--- src/rtl/mux_pkg.sv ---
// mux_pkg: shared width defaults, select-width helper and arbitration mode enum
package mux_pkg;
  localparam int DATA_W = 32;
  typedef enum logic {ARB_RR, ARB_FIXED} arb_mode_e;
  function automatic int sel_w(input int n);
    return (n <= 1) ? 1 : $clog2(n);
  endfunction
endpackage

--- src/rtl/rr_arb_mux_picker.sv ---
// rr_picker: combinational cyclic first-valid search from a start index, or forced single-channel grant
module rr_picker
  import mux_pkg::*;
#(
  parameter int N     = 4,
  parameter int SEL_W = sel_w(N)
) (
  input  logic [N-1:0]     req,
  input  logic [SEL_W-1:0] start,
  input  logic             force_en,
  input  logic [SEL_W-1:0] force_sel,
  output logic             gnt_valid,
  output logic [N-1:0]     gnt_oh,
  output logic [SEL_W-1:0] gnt_idx
);
  always_comb begin
    int j;
    j = 0;
    gnt_valid = 1'b0;
    gnt_idx = '0;
    if (force_en) begin
      for (int i = 0; i < N; i++)
        if (force_sel == SEL_W'(i) && req[i]) begin
          gnt_valid = 1'b1;
          gnt_idx = SEL_W'(i);
        end
    end else begin
      // walk offsets farthest-first so the nearest valid channel is written last
      for (int k = N - 1; k >= 0; k--) begin
        j = int'(start) + k;
        j = (j >= N) ? j - N : j;
        if (req[j]) begin
          gnt_valid = 1'b1;
          gnt_idx = SEL_W'(j);
        end
      end
    end
  end
  assign gnt_oh = gnt_valid ? N'(1) << gnt_idx : '0;
endmodule

--- src/rtl/rr_arb_mux.sv ---
// rr_arb_mux: N-input arbitrating registered mux; RR_ARB_MUX_FIXED_PRIO_EN selects fixed priority
module rr_arb_mux
  import mux_pkg::*;
#(
  parameter int WIDTH  = DATA_W,
  parameter int NUM_IN = 4,
  parameter int SEL_W  = sel_w(NUM_IN)
) (
  input  logic                    clk,
  input  logic                    rst_n,
  input  logic [NUM_IN-1:0]       in_valid,
  input  logic [NUM_IN*WIDTH-1:0] in_data,
  output logic [NUM_IN-1:0]       in_ready,
  input  logic                    force_en,
  input  logic [SEL_W-1:0]        force_sel,
  output logic                    out_valid,
  output logic [WIDTH-1:0]        out_data,
  output logic [SEL_W-1:0]        out_sel,
  input  logic                    out_ready
);
  logic load, xfer, gnt_valid;
  logic [NUM_IN-1:0] gnt_oh;
  logic [SEL_W-1:0] gnt_idx, start;
  assign load = !out_valid || out_ready;
  assign xfer = rst_n && load && gnt_valid;
  assign in_ready = (rst_n && load) ? gnt_oh : '0;
`ifdef RR_ARB_MUX_FIXED_PRIO_EN
  localparam arb_mode_e ARB_MODE = ARB_FIXED;
  assign start = '0;
`else
  localparam arb_mode_e ARB_MODE = ARB_RR;
  logic [SEL_W-1:0] rr_ptr;
  // forced transfers bypass arbitration, so they must not disturb fairness
  always_ff @(posedge clk or negedge rst_n)
    if (!rst_n) rr_ptr <= '0;
    else if (xfer && !force_en) rr_ptr <= (gnt_idx == SEL_W'(NUM_IN - 1)) ? '0 : gnt_idx + 1'b1;
  assign start = rr_ptr;
`endif
  rr_picker #(.N(NUM_IN), .SEL_W(SEL_W)) u_pick (
    .req      (in_valid),
    .start    (start),
    .force_en (force_en),
    .force_sel(force_sel),
    .gnt_valid(gnt_valid),
    .gnt_oh   (gnt_oh),
    .gnt_idx  (gnt_idx)
  );
  always_ff @(posedge clk or negedge rst_n)
    if (!rst_n) begin
      out_valid <= 1'b0;
      out_data <= '0;
      out_sel <= '0;
    end else if (xfer) begin
      out_valid <= 1'b1;
      out_data <= in_data[gnt_idx*WIDTH +: WIDTH];
      out_sel <= gnt_idx;
    end else if (load) out_valid <= 1'b0;
  assert property (@(posedge clk) disable iff (!rst_n) $onehot0(in_ready));
  assert property (@(posedge clk) disable iff (!rst_n)
    ARB_MODE == ARB_RR || force_en || !load || in_ready == (in_valid & (~in_valid + 1'b1)));
endmodule

--- config.mk ---
export PLATFORM = sky130hd
export DESIGN_NAME = rr_arb_mux
export DESIGN_NICKNAME = d
export VERILOG_FILES = /design/src/rtl/mux_pkg.sv /design/src/rtl/rr_arb_mux_picker.sv /design/src/rtl/rr_arb_mux.sv
export SDC_FILE = /design/constraint.sdc
export NUM_CORES = 1
export LEC_CHECK = 0
export ABC_AREA = 1
export ABC_CLOCK_PERIOD_IN_PS = 2810
export CAP_MARGIN = 25
export CORE_MARGIN = 2
export CORE_UTILIZATION = 35
export DETAILED_ROUTE_END_ITERATION = 16
export GPL_TIMING_DRIVEN = 0
export PLACE_DENSITY = 0.74
export REMOVE_ABC_BUFFERS = 1
export SLEW_MARGIN = 30
export SYNTH_ARGS = -nofsm -noshare
export SYNTH_HDL_FRONTEND = slang
export SYNTH_SLANG_ARGS = --single-unit
--- constraint.sdc ---
create_clock -name clk -period 2.81 [get_ports clk]
set_input_delay 0.562 -clock clk [delete_from_list [all_inputs] [get_ports clk]]
set_output_delay 0.562 -clock clk [all_outputs]
set_load 0.02 [all_outputs]
-- Word-level counts from Yosys, hierarchy flattened
Index checks and enable logic that the tools add are counted.
- add/subtract/negate cells: 8
- multipliers: 0
- divide/modulo/power cells: 0
- $lt $le $gt $ge: 8
- equal/unequal tests: 4
- shifts and indexed selects: 2
- muxes and demuxes: 38
- bitwise logic cells: 0
- reduce and logical (&&, ||, !) cells: 12
- operator list (cell ; number):
    32-bit by 4-bit < comparator with 1-bit output, second input constant ; 4
    32-bit two-way mux ; 4
    128-bit by 8-bit variable part select with 32-bit output ; 1
    32-bit by 4-bit greater-or-equal comparator with 1-bit output, second input constant ; 3
    32-bit by 4-bit subtractor with 32-bit output, second input constant ; 3
    1-bit two-way mux ; 20
    2-bit two-way mux ; 8
    1-bit binary-select mux with 2-bit select ; 4
    4-bit two-way mux ; 2
    1-bit logical AND ; 7
    2-bit by 2-bit adder with 3-bit output, second input constant ; 2
    2-bit equality test, second input constant ; 3
    1-bit by 2-bit << shifter with 4-bit output, first input constant ; 1
    2-bit by 3-bit subtractor with 4-bit output, second input constant ; 1
    2-bit by 1-bit adder with 3-bit output, second input constant ; 1
    2-bit by 3-bit greater-or-equal comparator with 1-bit output, second input constant ; 1
    2-bit by 1-bit adder with 2-bit output, second input constant ; 1
    2-bit by 1-bit equality test with 1-bit output, second input constant ; 1
    1-bit logical NOT ; 2
    2-bit logical NOT ; 1
    2-bit nonzero test ; 1
    1-bit logical OR ; 1
- flip-flop bits (word level): 37
- latch bits: 0
- RAM bits: 0
- ROM bits: 0
- output and inout port bits: 39
- logic and storage cells: 76
- memories: 0

-- Longest topological paths before layout
- depth in word-level cells: 14
- depth in mapped cells: 16
- gate-level depth less buffers: 15

-- Modules after synthesis
A second synthesis with hierarchy kept.
- cells, all modules: 610
- area total of the unflattened synthesis: 3369.5 µm²
- modules (own cells, without submodules) (module ; times used ; cells each ; area each (µm²) ; seq. area each (µm²)):
    rr_arb_mux ; 1 ; 543 ; 3037.9 ; 925.9
    rr_picker ; 1 ; 67 ; 331.6 ; 0.0

-- Least setup slack after synthesis
Ideal clock, no wire load.
- path type: in2out
- start: input port in_valid[2]
- end: output port in_ready[0]
- arrival: 2038 ps
- setup slack: 210 ps
- stages on the path: 12
- path buffers: 2
- cells stage by stage: inv_1 -> o21ai_1 -> nand2_1 -> nand2_1 -> inv_2 -> nand4_1 -> nand2_1 -> nor2_4 -> inv_4 -> buf_6 -> buf_4 -> nor3_1
- cells in the longest elaborated chain, start to end: 11
- elaborated cells between the ends (all ways): 30
- ends and longest elaborated chain (element ; RTL line ; text):
    start: declaration ; rr_arb_mux.sv:11 ; input logic [NUM_IN-1:0] in_valid,
    1-bit binary-select mux with 2-bit select ; rr_arb_mux_picker.sv:32 ; if (req[j]) begin
    1-bit two-way mux (not written as such) (2 in series) ; rr_arb_mux_picker.sv:32 ;
    2-bit two-way mux (4 in series) ; rr_arb_mux_picker.sv:32 ;
    2-bit two-way mux ; rr_arb_mux_picker.sv:21 ; if (force_en) begin
    1-bit by 2-bit << shifter with 4-bit output ; rr_arb_mux_picker.sv:39 ; assign gnt_oh = gnt_valid ? N'(1) << gnt_idx : '0;
    4-bit two-way mux (*) ; rr_arb_mux_picker.sv:39 ;
    4-bit two-way mux (*) ; rr_arb_mux.sv:26 ; assign in_ready = (rst_n && load) ? gnt_oh : '0;
    end: declaration ; rr_arb_mux.sv:13 ; output logic [NUM_IN-1:0] in_ready,
Mark *: on every way between the ends. The rest lies on a longest branch, timed or not. The select of a mux whose other input is x is not followed.

-- Worst setup path in the final report
- start: register rr_ptr[0]
- end: output port in_ready[3]
- cells in the longest elaborated chain, start to end: 14
- elaborated cells between the ends (all ways): 40
- ends and longest elaborated chain (element ; RTL line ; text):
    start: declaration ; rr_arb_mux.sv:32 ; logic [SEL_W-1:0] rr_ptr;
    start signal: assignment ; rr_arb_mux.sv:36 ; else if (xfer && !force_en) rr_ptr <= (gnt_idx == SEL_W'(NUM_IN - 1)) ? '0 : gnt_idx + 1'b1;
    2-bit by 2-bit adder with 3-bit output ; rr_arb_mux_picker.sv:30 ; j = int'(start) + k;
    32-bit by 4-bit subtractor with 32-bit output / 32-bit by 4-bit greater-or-equal comparator with 1-bit output (equally long branches) ; rr_arb_mux_picker.sv:31 ; j = (j >= N) ? j - N : j;
    32-bit two-way mux ; rr_arb_mux_picker.sv:31 ;
    1-bit binary-select mux with 2-bit select ; rr_arb_mux_picker.sv:32 ;
    1-bit two-way mux (not written as such) (2 in series) ; rr_arb_mux_picker.sv:32 ;
    2-bit two-way mux (4 in series) ; rr_arb_mux_picker.sv:32 ;
    2-bit two-way mux ; rr_arb_mux_picker.sv:21 ;
    1-bit by 2-bit << shifter with 4-bit output ; rr_arb_mux_picker.sv:39 ;
    4-bit two-way mux (*) ; rr_arb_mux_picker.sv:39 ;
    4-bit two-way mux (*) ; rr_arb_mux.sv:26 ;
Marks and branches as above.

==> impl_metrics.ini <==
[finish]
nets = 821
layout_commonest_cell = clkdlybuf4s50_1
syn2layout_area_growth_pct = 68.3
drive_gt1_share_pct = 12.5
fin_cells = 790
nFillCells = 773
final_cell_mix = clkdlybuf4s50_1 (164), nand2_1 (153), inv_1 (93), nand3_1 (93), dfrtp_1 (35)
diodes = 0

[critical_path]
r2r_slack_ps = 190
critPathRequiredTime_ps = 2250
path_class = reg2out
cp_max_fo = 6
arrival_ps = 2180
cp-end-kind = output port
startpoint_type = flip-flop

[placement]
dp_cells = 754
post-dp-hpwl_um = 7020
gp_congestion = 0.815
io_buffer_count = 176

[yosys]
yosys.area_share.simple_pct = 43.0
synth_cell_types = 30
ys_ff_latch = 37
synthesis.area_um2 = 3120
synth_xor_area_share_pct = 0
synth_top_family_by_area = simple AND/OR/NAND/NOR gates
synth_compound_area_share_pct = 8.49
syn_area_per_cell_um2 = 6.30
synth_mux_area_share_pct = 0
ys_seq_area_share_pct = 29.6
synthAdderAreaFrac_pct = 0.401
syn_inst = 496
ys.warnings.count = 0

[die]
io_pins = 177
die-area_um2 = 9690
core_um2 = 8680
die_h_um = 98.5
rows = 34
start_util_pct = 36.0
die_w_um = 98.5

[cts]
clock_sinks = 37
cts-root-buf = clkbuf_8
cts_buffers = 5
cts_tree = done
cts_buffer_depth = 2
path_clk_slew_ps = 70
clock_latency_ps = 280
htreeDepth = 2

[sta]
rsz0062_at_grt = true
holdWs_ps = 173
hold_viol = 0
slew_headroom_pct = 53.0
drv_slew = 0
max_freq_mhz = 365
fin_skew_ps = 6.90
worst_slew_pin_slew_ps = 703
period_needed_ps = 2740
fin_crit_sh_pct = 97.6
setup_viol = 0

[drt]
ant_nets = 0
drtIter0Drc = 190
post_drt_wl_per_cell_um = 14.2
drc = 0
avgViaCountPerCell = 4.85
drt-pass1-iter-count = 6
routed_wl_um = 11200
dr_total_vias = 3828

[global_routing]
grt_first_pass_wirelength_um = 17600
gr-usage-all-layers_pct = 22.6
overflow = 0
grt_max_degree = 55
grt_pass1_vias = 3731
antenna_found_initial = 0

[job]
maxCapViolations = 0

[worst_hold_path]
hold_path.class = in2async

[power_and_ir_drop]
leakagePower_nw = 2.68
vdd_ir_drop_max_uv = 374
power_density_nw_per_um2 = 816

[status]
status = complete, no violations
## where the power goes
part,switching (W),internal (W),total [W]
sequential,0.000156,0.000790,0.000946
combinational,0.00169,0.00127,0.00296
clock,0.000186,0.000195,0.000380
total,0.00203,0.00225,0.00429
## kinds of logic (layout without fill, tap and decap cells)
group           count (synthesis)  after routing
fa+ha+maj                       1              1
simple gates                  299            303
buf+inv                       129            311
compound gates                 30             30
flops                          37             37
## through the flow
step	instance area [µm²]	TNS, ps	utilization [%]	worst slack, ps	power [W]
finish	5260	0	60.6	67.8	0.00429
global route	5260	-80.4	60.6	-66.9	0.00462
CTS	5130	-86.8	59.1	-59.1	0.00410
detailed placement	4850	-31470	55.9	-1790	0.00341
global placement	4830	-75680	55.7	-2400	0.00335
floorplan	2930	-1500	-	-468	0.00237
## layout make-up
class | instances | area [µm²] | area share [%]
repair buffers | 200 | 1940 | 36.8
multi-input cells | 334 | 1760 | 33.4
flip-flops and latches | 37 | 928 | 17.7
inverters | 102 | 403 | 7.66
well taps | 108 | 135 | 2.57
clock buffers | 7 | 86.3 | 1.64
repair inverters | 2 | 12.5 | 0.238
## worst max-delay path, cell delays in order (launching register included)
cell and delay [ps]:
dfrtp_2 470, buf_6 150, nand2_1 80, nand2_2 80, nand2_2 100, nand2_2 80
nor2_4 130, nor2_2 50, nand2_2 80, nand3_4 110, nand2_8 120, inv_8 40
ha_4 160, inv_1 60, nor2_1 40, buf_4 150
## metal layers
metal	wire (µm)	GRT usage, %
met2	5590	40.0
met1	4470	26.5
met3	815	5.18
met5	0	0
met4	311	8.64
## sequential cells by signal (all words and copies together), names as in the netlist
| name | flops |
|---|---|
| out_data | 32 |
| out_sel | 2 |
| rr_ptr | 2 |
| out_valid | 1 |
## synthesized netlist by cell type (all sizes together)
master	count	area share, %
nand2	164	20
inv	102	12
nand3	98	16
dfrtp	37	30
buf	24	5.7
o211ai	21	6.3
or2	21	4.2
nor2	12	2.1
o21ai	4	0.64
a21oi	3	0.84
clkbuf	3	0.36
nor3	3	0.48
ha	1	0.40
nand4	1	0.20
o311ai	1	0.28
o31ai	1	0.40
## what timing repair did
action	4_1_cts	5_1_grt
gates cloned	6	0
pin swaps	8	8
hold buffers	0	0
endpoints found under the setup margin	40	22
resized for setup	46	18
setup buffers	11	12
## worst paths after layout
check | from | endpoint | cells after the start
max | rr_ptr[0]$_DFFE_PN0P_ | in_ready[3] | 15
max in group asynchronous | rst_n | rr_ptr[1]$_DFFE_PN0P_ | 2
max reg2reg | rr_ptr[0]$_DFFE_PN0P_ | out_data[20]$_DFFE_PN0P_ | 14
min reg2reg | out_data[15]$_DFFE_PN0P_ | out_data[15]$_DFFE_PN0P_ | 2
min | rst_n | out_data[12]$_DFFE_PN0P_ | 1
min in group clk | out_data[15]$_DFFE_PN0P_ | out_data[15]$_DFFE_PN0P_ | 2
No activity file was read; power rests on OpenSTA's default activity.
